`src/rtl/trace_packet_decoder.sv`:
```
// Trace packet decoder: turns address/timestamp/data packets into
// timestamped bus events behind a single skid-free output register.
module trace_packet_decoder #(
    parameter int TIME_W = 32
) (
    input  logic              mclk,
    input  logic              reset_n,
    input  logic              pkt_valid,
    output logic              pkt_ready,
    input  logic [1:0]        pkt_type,
    input  logic [22:0]       pkt_payload,
    output logic              ev_valid,
    input  logic              ev_ready,
    output logic              ev_write,
    output logic [22:0]       ev_addr,
    output logic [15:0]       ev_data,
    output logic [1:0]        ev_ublb,
    output logic [7:0]        ev_beat,
    output logic [TIME_W-1:0] ev_time,
    output logic              err_noaddr
);

    localparam logic [1:0] PKT_ADDR  = 2'b00;
    localparam logic [1:0] PKT_READ  = 2'b01;
    localparam logic [1:0] PKT_WRITE = 2'b10;
    localparam logic [1:0] PKT_TIME  = 2'b11;

    logic [22:0]       cur_addr_q, cur_addr_d;
    logic [7:0]        beat_q, beat_d;
    logic [TIME_W-1:0] time_acc_q, time_acc_d;
    logic              have_addr_q, have_addr_d;
    logic              err_noaddr_q, err_noaddr_d;
    logic              ev_valid_q, ev_valid_d;
    logic              ev_write_q, ev_write_d;
    logic [22:0]       ev_addr_q, ev_addr_d;
    logic [15:0]       ev_data_q, ev_data_d;
    logic [1:0]        ev_ublb_q, ev_ublb_d;
    logic [7:0]        ev_beat_q, ev_beat_d;
    logic [TIME_W-1:0] ev_time_q, ev_time_d;

    logic              accept;
    logic [TIME_W-1:0] data_time;

    // Ready is forced low while reset is held so no packet is lost.
    assign pkt_ready = reset_n && (!ev_valid_q || ev_ready);
    assign accept    = pkt_valid && pkt_ready;
    assign data_time = time_acc_q + TIME_W'(pkt_payload[22:18]);

    always_comb begin
        cur_addr_d   = cur_addr_q;
        beat_d       = beat_q;
        time_acc_d   = time_acc_q;
        have_addr_d  = have_addr_q;
        err_noaddr_d = err_noaddr_q;
        ev_valid_d   = ev_valid_q;
        ev_write_d   = ev_write_q;
        ev_addr_d    = ev_addr_q;
        ev_data_d    = ev_data_q;
        ev_ublb_d    = ev_ublb_q;
        ev_beat_d    = ev_beat_q;
        ev_time_d    = ev_time_q;

        if (ev_valid_q && ev_ready) begin
            ev_valid_d = 1'b0;
        end

        if (accept) begin
            unique case (pkt_type)
                PKT_ADDR: begin
                    cur_addr_d  = pkt_payload;
                    beat_d      = 8'd0;
                    have_addr_d = 1'b1;
                end
                PKT_TIME: begin
                    time_acc_d = time_acc_q + TIME_W'(pkt_payload);
                end
                PKT_READ, PKT_WRITE: begin
                    time_acc_d = data_time;
                    ev_valid_d = 1'b1;
                    ev_write_d = pkt_type[1];
                    ev_addr_d  = cur_addr_q;
                    ev_data_d  = pkt_payload[15:0];
                    ev_ublb_d  = pkt_payload[17:16];
                    ev_beat_d  = beat_q;
                    ev_time_d  = data_time;
                    cur_addr_d = cur_addr_q + 23'd1;
                    beat_d     = (beat_q == 8'hFF) ? beat_q : beat_q + 8'd1;
                    if (!have_addr_q) begin
                        err_noaddr_d = 1'b1;
                    end
                end
                default: begin
                end
            endcase
        end
    end

    always_ff @(posedge mclk or negedge reset_n) begin
        if (!reset_n) begin
            cur_addr_q   <= '0;
            beat_q       <= '0;
            time_acc_q   <= '0;
            have_addr_q  <= 1'b0;
            err_noaddr_q <= 1'b0;
            ev_valid_q   <= 1'b0;
            ev_write_q   <= 1'b0;
            ev_addr_q    <= '0;
            ev_data_q    <= '0;
            ev_ublb_q    <= '0;
            ev_beat_q    <= '0;
            ev_time_q    <= '0;
        end else begin
            cur_addr_q   <= cur_addr_d;
            beat_q       <= beat_d;
            time_acc_q   <= time_acc_d;
            have_addr_q  <= have_addr_d;
            err_noaddr_q <= err_noaddr_d;
            ev_valid_q   <= ev_valid_d;
            ev_write_q   <= ev_write_d;
            ev_addr_q    <= ev_addr_d;
            ev_data_q    <= ev_data_d;
            ev_ublb_q    <= ev_ublb_d;
            ev_beat_q    <= ev_beat_d;
            ev_time_q    <= ev_time_d;
        end
    end

    assign ev_valid   = ev_valid_q;
    assign ev_write   = ev_write_q;
    assign ev_addr    = ev_addr_q;
    assign ev_data    = ev_data_q;
    assign ev_ublb    = ev_ublb_q;
    assign ev_beat    = ev_beat_q;
    assign ev_time    = ev_time_q;
    assign err_noaddr = err_noaddr_q;

endmodule

```
`config.mk`:
```
export PLATFORM = sky130hd
export DESIGN_NAME = trace_packet_decoder
export DESIGN_NICKNAME = d
export VERILOG_FILES = /design/src/rtl/trace_packet_decoder.sv
export SDC_FILE = /design/constraint.sdc
export NUM_CORES = 1
export LEC_CHECK = 0
export ABC_AREA = 0
export CAP_MARGIN = 25
export CORE_MARGIN = 5
export CORE_UTILIZATION = 60
export DETAILED_ROUTE_END_ITERATION = 8
export GPL_ROUTABILITY_DRIVEN = 0
export PLACE_DENSITY = 0.86
export SYNTH_ARGS = -nofsm -noshare
export SYNTH_HDL_FRONTEND = slang
export SYNTH_SLANG_ARGS = --single-unit
```
`constraint.sdc`:
```
create_clock -name mclk -period 3.6 [get_ports mclk]
set_input_delay 1.08 -clock mclk [delete_from_list [all_inputs] [get_ports mclk]]
set_output_delay 1.08 -clock mclk [all_outputs]
set_load 0.005 [all_outputs]
```
# Word-level counts from Yosys, hierarchy flattened
# Index checks and enable logic that the tools add are counted.
dict set report classes {
  reduce_logical 15
  n_eq_ne 5
  add_sub_neg 4
  n_bitwise 1
  muxes 7
}
# op n
set op_table {}
lappend op_table {{32-bit one-hot mux with 2 select lines} 1}
lappend op_table {{23-bit one-hot mux with 2 select lines} 1}
lappend op_table {{32-bit by 23-bit adder with 32-bit output} 1}
lappend op_table {{32-bit by 5-bit adder with 32-bit output} 1}
lappend op_table {{23-bit by 1-bit adder with 23-bit output, second input constant} 1}
lappend op_table {{8-bit one-hot mux with 2 select lines} 1}
lappend op_table {{8-bit by 1-bit adder with 8-bit output, second input constant} 1}
lappend op_table {{8-bit equality test, second input constant} 1}
lappend op_table {{8-bit two-way mux} 1}
lappend op_table {{2-bit AND reduction} 4}
lappend op_table {{3-bit AND reduction} 2}
lappend op_table {{2-bit equality test, second input constant} 2}
lappend op_table {{2-bit nonzero test} 2}
lappend op_table {{1-bit logical AND} 3}
lappend op_table {{1-bit two-way mux} 3}
lappend op_table {{2-bit by 1-bit equality test with 1-bit output, second input constant} 1}
lappend op_table {{2-bit zero test} 1}
lappend op_table {{2-bit != test, second input constant} 1}
lappend op_table {{2-bit OR reduction} 1}
lappend op_table {{1-bit zero test} 1}
lappend op_table {{1-bit logical OR} 1}
lappend op_table {{1-bit NOT} 1}
dict set report word_totals {
  register_bits 148
  inputBits 29
  out_inout_bits 85
}

# Depth between registers and ports, before layout
# Gate-level depths: netlist of run 1.
dict set report logic_depth {
  word_depth 5
  ltp_mapped 9
  depth_no_buf 9
}

# Least setup slack after synthesis of run 1
# Ideal clock, no wire load.
dict set report synth_path {
  kind {in2reg}
  start {input port pkt_payload[0]}
  end {register time_acc_q[20]}
  t_required_ns 3.523
  path_stages 9
  path_slack_ns 0.455
  arrival_time_ns 3.067
  setup_time_ns 0.077
  path_cell_list {ha_1 > fa_1 > a211oi_1 > o21ai_0 > o221ai_1 > a211oi_1 > o21ai_0 > mux2_2 > a21oi_1}
}
dict set report synth_between {
  elab_chain_len 2
}
# element line_no
set synth_lines {}
lappend synth_lines {{start: declaration} 11} ;# input logic [22:0] pkt_payload,
lappend synth_lines {{32-bit by 23-bit adder with 32-bit output} 75} ;# time_acc_d = time_acc_q + TIME_W'(pkt_payload);
lappend synth_lines {{32-bit one-hot mux with 2 select lines} 68} ;# unique case (pkt_type)
lappend synth_lines {{end signal: assignment} 115} ;# time_acc_q <= time_acc_d;
lappend synth_lines {{end: declaration} 30} ;# logic [TIME_W-1:0] time_acc_q, time_acc_d;
# No other way between the ends.
# A chain may end at the register's enable or synchronous reset.

# Worst setup path after layout of run 1
dict set report layout_path {
  start {input port pkt_payload[0]}
  end {register time_acc_q[24]}
}
# Same word-level chain as after synthesis.

==> results of run 1 <==
## cells in the mapped netlist (all sizes together), types with 20 or more instances
cell    instances
a21oi          97
mux2           55
dfrtp         148
ha             32
nand2         112
xnor2          30
o21ai          71
xor2           24
nor2           60
nand3          43
clkbuf         33
nor3           20
## power by group
part | switching [mW] | internal (mW)
combinational | 1.90 | 2.06
clock | 0.735 | 1.10
sequential | 0.634 | 2.27
total | 3.26 | 5.42
## state kept, by name, indices dropped and copies added, names as in the netlist, 2 cells and up
name and cells:
ev_beat 8, time_acc_q 32, beat_q 8, ev_data 16
ev_time 32, ev_addr 23, cur_addr_q 23, ev_ublb 2
## final cells by class
type                       count  share of cell area
clock buffer                  18             0.03914
clock inverter                13             0.01586
inverter                      15            0.005135
multi-input combinational    719              0.4302
sequential                   148              0.3377
tap                          180             0.02054
timing repair buffer         175              0.1514
## layout by cell type (no fill, tap or decap), types with 6 or more instances in the layout
master,n
and3_1,14
buf_4,57
o21bai_1,8
nor3_1,19
xor2_1,24
nand2_1,111
inv_1,15
xnor2_1,30
a21oi_1,97
nor2_1,58
mux2_2,55
clkdlybuf4s50_1,112
nand3_1,43
nand4_1,10
o21ai_0,68
clkbuf_16,17
a31oi_1,6
o22ai_1,18
o211ai_1,6
a21o_1,17
nand2b_1,7
ha_1,31
dfrtp_1,148
## final timing paths
| path | end |
|---|---|
| max | time_acc_q[24]$_DFFE_PN0P_ |
| min | time_acc_q[21]$_DFFE_PN0P_ |
| max reg2reg | time_acc_q[25]$_DFFE_PN0P_ |
| min reg2reg | ev_time[28]$_DFFE_PN0P_ |
| max in group asynchronous | ev_time[12]$_DFFE_PN0P_ |
| min in group mclk | ev_time[28]$_DFFE_PN0P_ |
## worst reg2reg max path, cell delays in order (launching register included)
cell       delay [ns]
dfrtp_1          0.52
ha_1             0.31
a21oi_1          0.30
o22ai_1          0.17
a221oi_1         0.40
and3_1           0.23
nor2_1           0.09
a2111oi_0        0.45
a311o_1          0.19
## metal layers
| layer | up-vias | GRT usage | share of wire |
|---|---|---|---|
| met2 | 386 | 0.5033 | 0.49 |
| met1 | 3888 | 0.3828 | 0.40 |
| met3 | 72 | 0.07122 | 0.081 |
| met5 | - | 0 | 0 |
| met4 | 0 | 0.1033 | 0.028 |
| li1 | 3679 | - | - |
## per-stage QoR
| stage | worst slack [ns] | std cells | hold WS, ns | total power [mW] | utilization |
|---|---|---|---|---|---|
| 6_report | 0.1524 | 1268 | 0.4768 | 8.687 | 0.7839 |
| 4_1_cts | 0.08966 | 1268 | 0.4748 | 8.617 | 0.7828 |
| 5_1_grt | 0.03273 | 1268 | 0.4779 | 9.214 | 0.7839 |
| 3_5_place_dp | -0.5152 | 1237 | 0.4564 | 6.724 | 0.7397 |
| 3_3_place_gp | -0.3509 | 1237 | 0.4475 | 6.549 | 0.7397 |
| 2_1_floorplan | 0.4555 | 932 | 0.4283 | 4.983 | - |
## cell families after synthesis
logic type / after synthesis / share of synthesized area
fa+ha+maj: 34 / 0.05092
simple gates: 300 / 0.1677
mux: 60 / 0.07739
flops: 148 / 0.4282
compound gates: 271 / 0.1904
buf+inv: 65 / 0.03081
xor+xnor: 54 / 0.05468
## timing repair
action,CTS,global route
gates resized for setup,2,3
cloned,0,0
endpoints found under the setup margin,4,7
==> results.yml, run 1 <==
sta:
  finalCritPeriodShare: 0.9577
  setup_violations: 0
  slew_violations: 0
  hold_violations: 0
  slew_headroom: 0.3836
  rsz0062_at_grt: "false"
  fmax_mhz: 290.1
  clock_skew_ns: 0.006908
  min_period_ns: 3.448
  worstMarginPinSlew_ns: 0.9247
  fin_setup_tns_ns: 0
setup_path:
  crit_fanout: 4
  slowest_stage: "clkdlybuf4s50_1"
  path_delay_family: "compound AO/OA/AOI/OAI gates"
  crit_type: "in -> reg"
  r2r_setup_slack_ns: 0.89
  crit_chain: "clkdlybuf4s50_1, ha_1, fa_1, a211oi_2, o21ai_2, o221a_2, o21ai_1, nand2_1, a41oi_1, xnor2_1"
  startpoint: "pkt_payload[0]"
  crit_path_end_kind: "register"
  cp.depth: 10
  crit_buf_inv: 1
  cp-start-kind: "primary input"
  cp.arrival_ns: 3.80
  slowest_delay_ns: 0.47
  rr_worst_depth: 8
  timing.rr.start: "time_acc_q[6]$_DFFE_PN0P_"
  worstPathRequired_ns: 3.95
drt:
  remaining_drc_errors: 0
  vias: 8025
  via_per_inst: 6.329
  drtIter0Drc: 741
  wl_um: 24590
  ant_nets: 0
  wl_per_cell_um: 19.39
  dr.pass1.iters: 7
global_route:
  antenna_found_initial: 0
  grt_use_total: 0.3000
  overflow: 0
  grt_pass1_vias: 7878
  grt_max_degree: 73
  grt_first_pass_wirelength_um: 40140
job:
  max-cap-violations: 0
die:
  initial_core_util: 0.6183
  die_y_um: 130.1
  core_area_um2: 13990
  die_x_um: 130.1
  ios: 114
  design.die.area_um2: 16920
  num_rows: 43
yosys:
  synthArstFlopShare: 1.000
  synth_cells: 932
  ys.flop_type: "dfrtp_1"
  avgSynthCellArea_um2: 9.281
  ys_ff_latch: 148
  yosysTopAreaCell: "dfrtp_1"
  synth-edff-count: 0
  synth_top_area_frac: 0.4282
  synthTopCellsByArea: "dfrtp_1 (43%), mux2_2 (7.2%), a21oi_1 (5.6%)"
  yosysWarnings: 0
  synth_cell_type_count: 65
  syn_nets: 995
  synth.yosys.seq_area_share: 0.4282
  syn_area_um2: 8650
placed_design:
  io_buffers: 113
  dp_hpwl_um: 17320
  place_area_um2: 10350
finish:
  seqCellArea_um2: 3704
  nFillCells: 915
  post_route_cells_drive_above_1_share: 0.1535
  final_area_um2: 10970
  insertedDiodeCount: 0
  areaGrowthSynthToFinish_pct: 26.78
  nets: 1139
  multiInputGateArea_um2: 4717
cts:
  cts_root_buf: "clkbuf_16"
  cts_tree: "done"
  insertion_delay_ns: 0.43
  clkTransAtPathRegs_ns: 0.06
  cts_setup_buffers: 0
  ctsLongestPathBuffers: 2
  postCtsHoldBufs: 0
  htreeDepth: 4
  cts_buffers: 17
  cts_sinks: 148
power:
  pwr_density_cell_nw_per_um2: 792.2
  cellLeakagePower_nw: 4.666
  ir_worst_vdd_v: 0.0004222
hold_path:
  worstHoldPathType: "in -> async"
run_status:
  status: "finished, final reports clean"
No activity file was read; power rests on OpenSTA's default activity.
==> inputs of run 2 (changes only) <==
- HOLD_SLACK_MARGIN: unset -> 0.06
- PLACE_DENSITY: 0.86 -> unset
- PLACE_DENSITY_LB_ADDON: unset -> 0.2
==> run 2 against run 1 <==
- hold slack got worse by 0.0071 ns
- combinational power fell by 1%
- design area fell by 0.17%
- die area did not move
- worst setup slack got worse by 0.038 ns
- critical endpoint unchanged
- largest cell class unchanged
==> results.yml, run 2 (same netlist as run 1, synthesis figures left out) <==
drt:
  dr.pass1.iters: 6
  wl_per_cell_um: 18.26
  wl_um: 23340
  via_per_inst: 6.146
  drtIter0Drc: 783
  ant_nets: 0
  remaining_drc_errors: 0
  vias: 7855
cts:
  ctsLongestPathBuffers: 2
  htreeDepth: 4
  cts_sinks: 148
  cts_tree: "done"
  cts_root_buf: "clkbuf_16"
  clkTransAtPathRegs_ns: 0.06
  cts_buffers: 17
  cts_setup_buffers: 0
  postCtsHoldBufs: 0
  insertion_delay_ns: 0.43
finish:
  nets: 1148
  areaGrowthSynthToFinish_pct: 26.56
  final_core_util: 0.7826
  nFillCells: 944
  final_common_cell: "dfrtp_1"
  final_area_um2: 10950
  post_route_cells_drive_above_1_share: 0.1594
  stdcell_count: 1278
  final_cell_mix: "dfrtp_1 (148), clkdlybuf4s50_1 (112), nand2_1 (111), a21oi_1 (97), o21ai_0 (69)"
  insertedDiodeCount: 0
die:
  die_x_um: 130.1
  num_rows: 43
  initial_core_util: 0.6183
  die_y_um: 130.1
  ios: 114
  design.die.area_um2: 16920
  core_area_um2: 13990
run_status:
  status: "finished, final reports clean"
setup_path:
  cp.arrival_ns: 3.84
  timing.rr.start: "time_acc_q[0]$_DFFE_PN0P_"
  slowest_stage: "clkdlybuf4s50_1"
  crit_path_end_kind: "register"
  cp-start-kind: "primary input"
  crit_type: "in -> reg"
  crit_fanout: 4
  crit_chain: "clkdlybuf4s50_1, ha_1, fa_1, a211oi_2, o21ai_2, o221a_2, o21ai_0, buf_4, nand2_1, a41oi_1, xnor2_1"
  slowest_delay_ns: 0.48
  startpoint: "pkt_payload[0]"
  worstPathRequired_ns: 3.95
sta:
  clock_skew_ns: 0.007240
  whs_ns: 0.4697
  fmax_mhz: 286.9
  slew_violations: 0
  slew_headroom: 0.4893
  setup_violations: 0
  min_period_ns: 3.485
  rsz0062_at_grt: "false"
  hold_violations: 0
  finalCritPeriodShare: 0.9682
  fin_setup_tns_ns: 0
  worstMarginPinSlew_ns: 0.7602
placed_design:
  io_buffers: 113
  place_inst: 1246
  place_area_um2: 10390
  dp_hpwl_um: 16940
global_route:
  overflow: 0
  grt_max_degree: 128
  antenna_found_initial: 0
  grt_first_pass_wirelength_um: 38100
  grt_use_total: 0.2855
  grt_pass1_vias: 7579
power:
  cellLeakagePower_nw: 4.663
  ir_worst_vdd_v: 0.0004080
  pwr_density_cell_nw_per_um2: 771.5
job:
  max-cap-violations: 0
hold_path:
  worstHoldPathType: "reg -> reg"
  worstHoldStart: "have_addr_q$_DFFE_PN0P_"
run 2: worst paths after layout:
path	endpoint	slack (ns)	cells after the start
worst max-delay path	time_acc_q[24]$_DFFE_PN0P_	0.11	11
worst min-delay path	have_addr_q$_DFFE_PN0P_	0.47	1
worst max register to register	time_acc_q[24]$_DFFE_PN0P_	0.86	10
worst min register to register	have_addr_q$_DFFE_PN0P_	0.47	1
max in group asynchronous	time_acc_q[15]$_DFFE_PN0P_	2.12	2
min in group asynchronous	ev_time[4]$_DFFE_PN0P_	0.50	1
run 2: per-layer routing:
metal	global-route usage	share of wire	routed length, um	up-vias
met5	0	0	0	-
met3	0.06590	0.080	1865	65
met2	0.4581	0.47	11050	357
met4	0.1106	0.032	750	0
li1	-	-	-	3688
met1	0.3783	0.41	9670	3745
run 2: cell type report:
| class | count | area (um2) | area share |
|---|---|---|---|
| repair buffers | 184 | 1703 | 0.1556 |
| well taps | 180 | 225.2 | 0.02057 |
| clock buffers | 22 | 474.2 | 0.04332 |
| flip-flops and latches | 148 | 3704 | 0.3383 |
| clock inverters | 10 | 73.82 | 0.006744 |
| multi-input cells | 719 | 4711 | 0.4303 |
| inverters | 15 | 56.30 | 0.005143 |
run 2: where the power goes:
group	internal, mW	switching (mW)	total, mW
logic	2.06	1.84	3.90
clock network	0.937	0.715	1.65
registers	2.27	0.619	2.89
run 2: repair_timing:
item | in CTS | in global routing
setup endpoints to repair | 3 | 4
pin swaps | 0 | 0
endpoints found under the hold margin | 0 | 0
resized for setup | 1 | 2
run 2: critical path: cells and delay by family:
family / cells / cell delay [ns]
adders and majority gates: 2 / 0.66
and+or+nand+nor: 1 / 0.11
xor gates and xnor gates: 1 / 0.14
AOI/OAI and AO/OA: 5 / 1.18
buffers and inverters: 2 / 0.65
run 2: metrics by stage:
step	setup slack, ns	total power, mW
2_1_floorplan	0.4555	4.983
3_3_place_gp	-0.4037	6.581
3_5_place_dp	-0.4485	6.719
4_1_cts	0.05667	8.409
5_1_grt	0.01639	9.007
6_report	0.1145	8.445
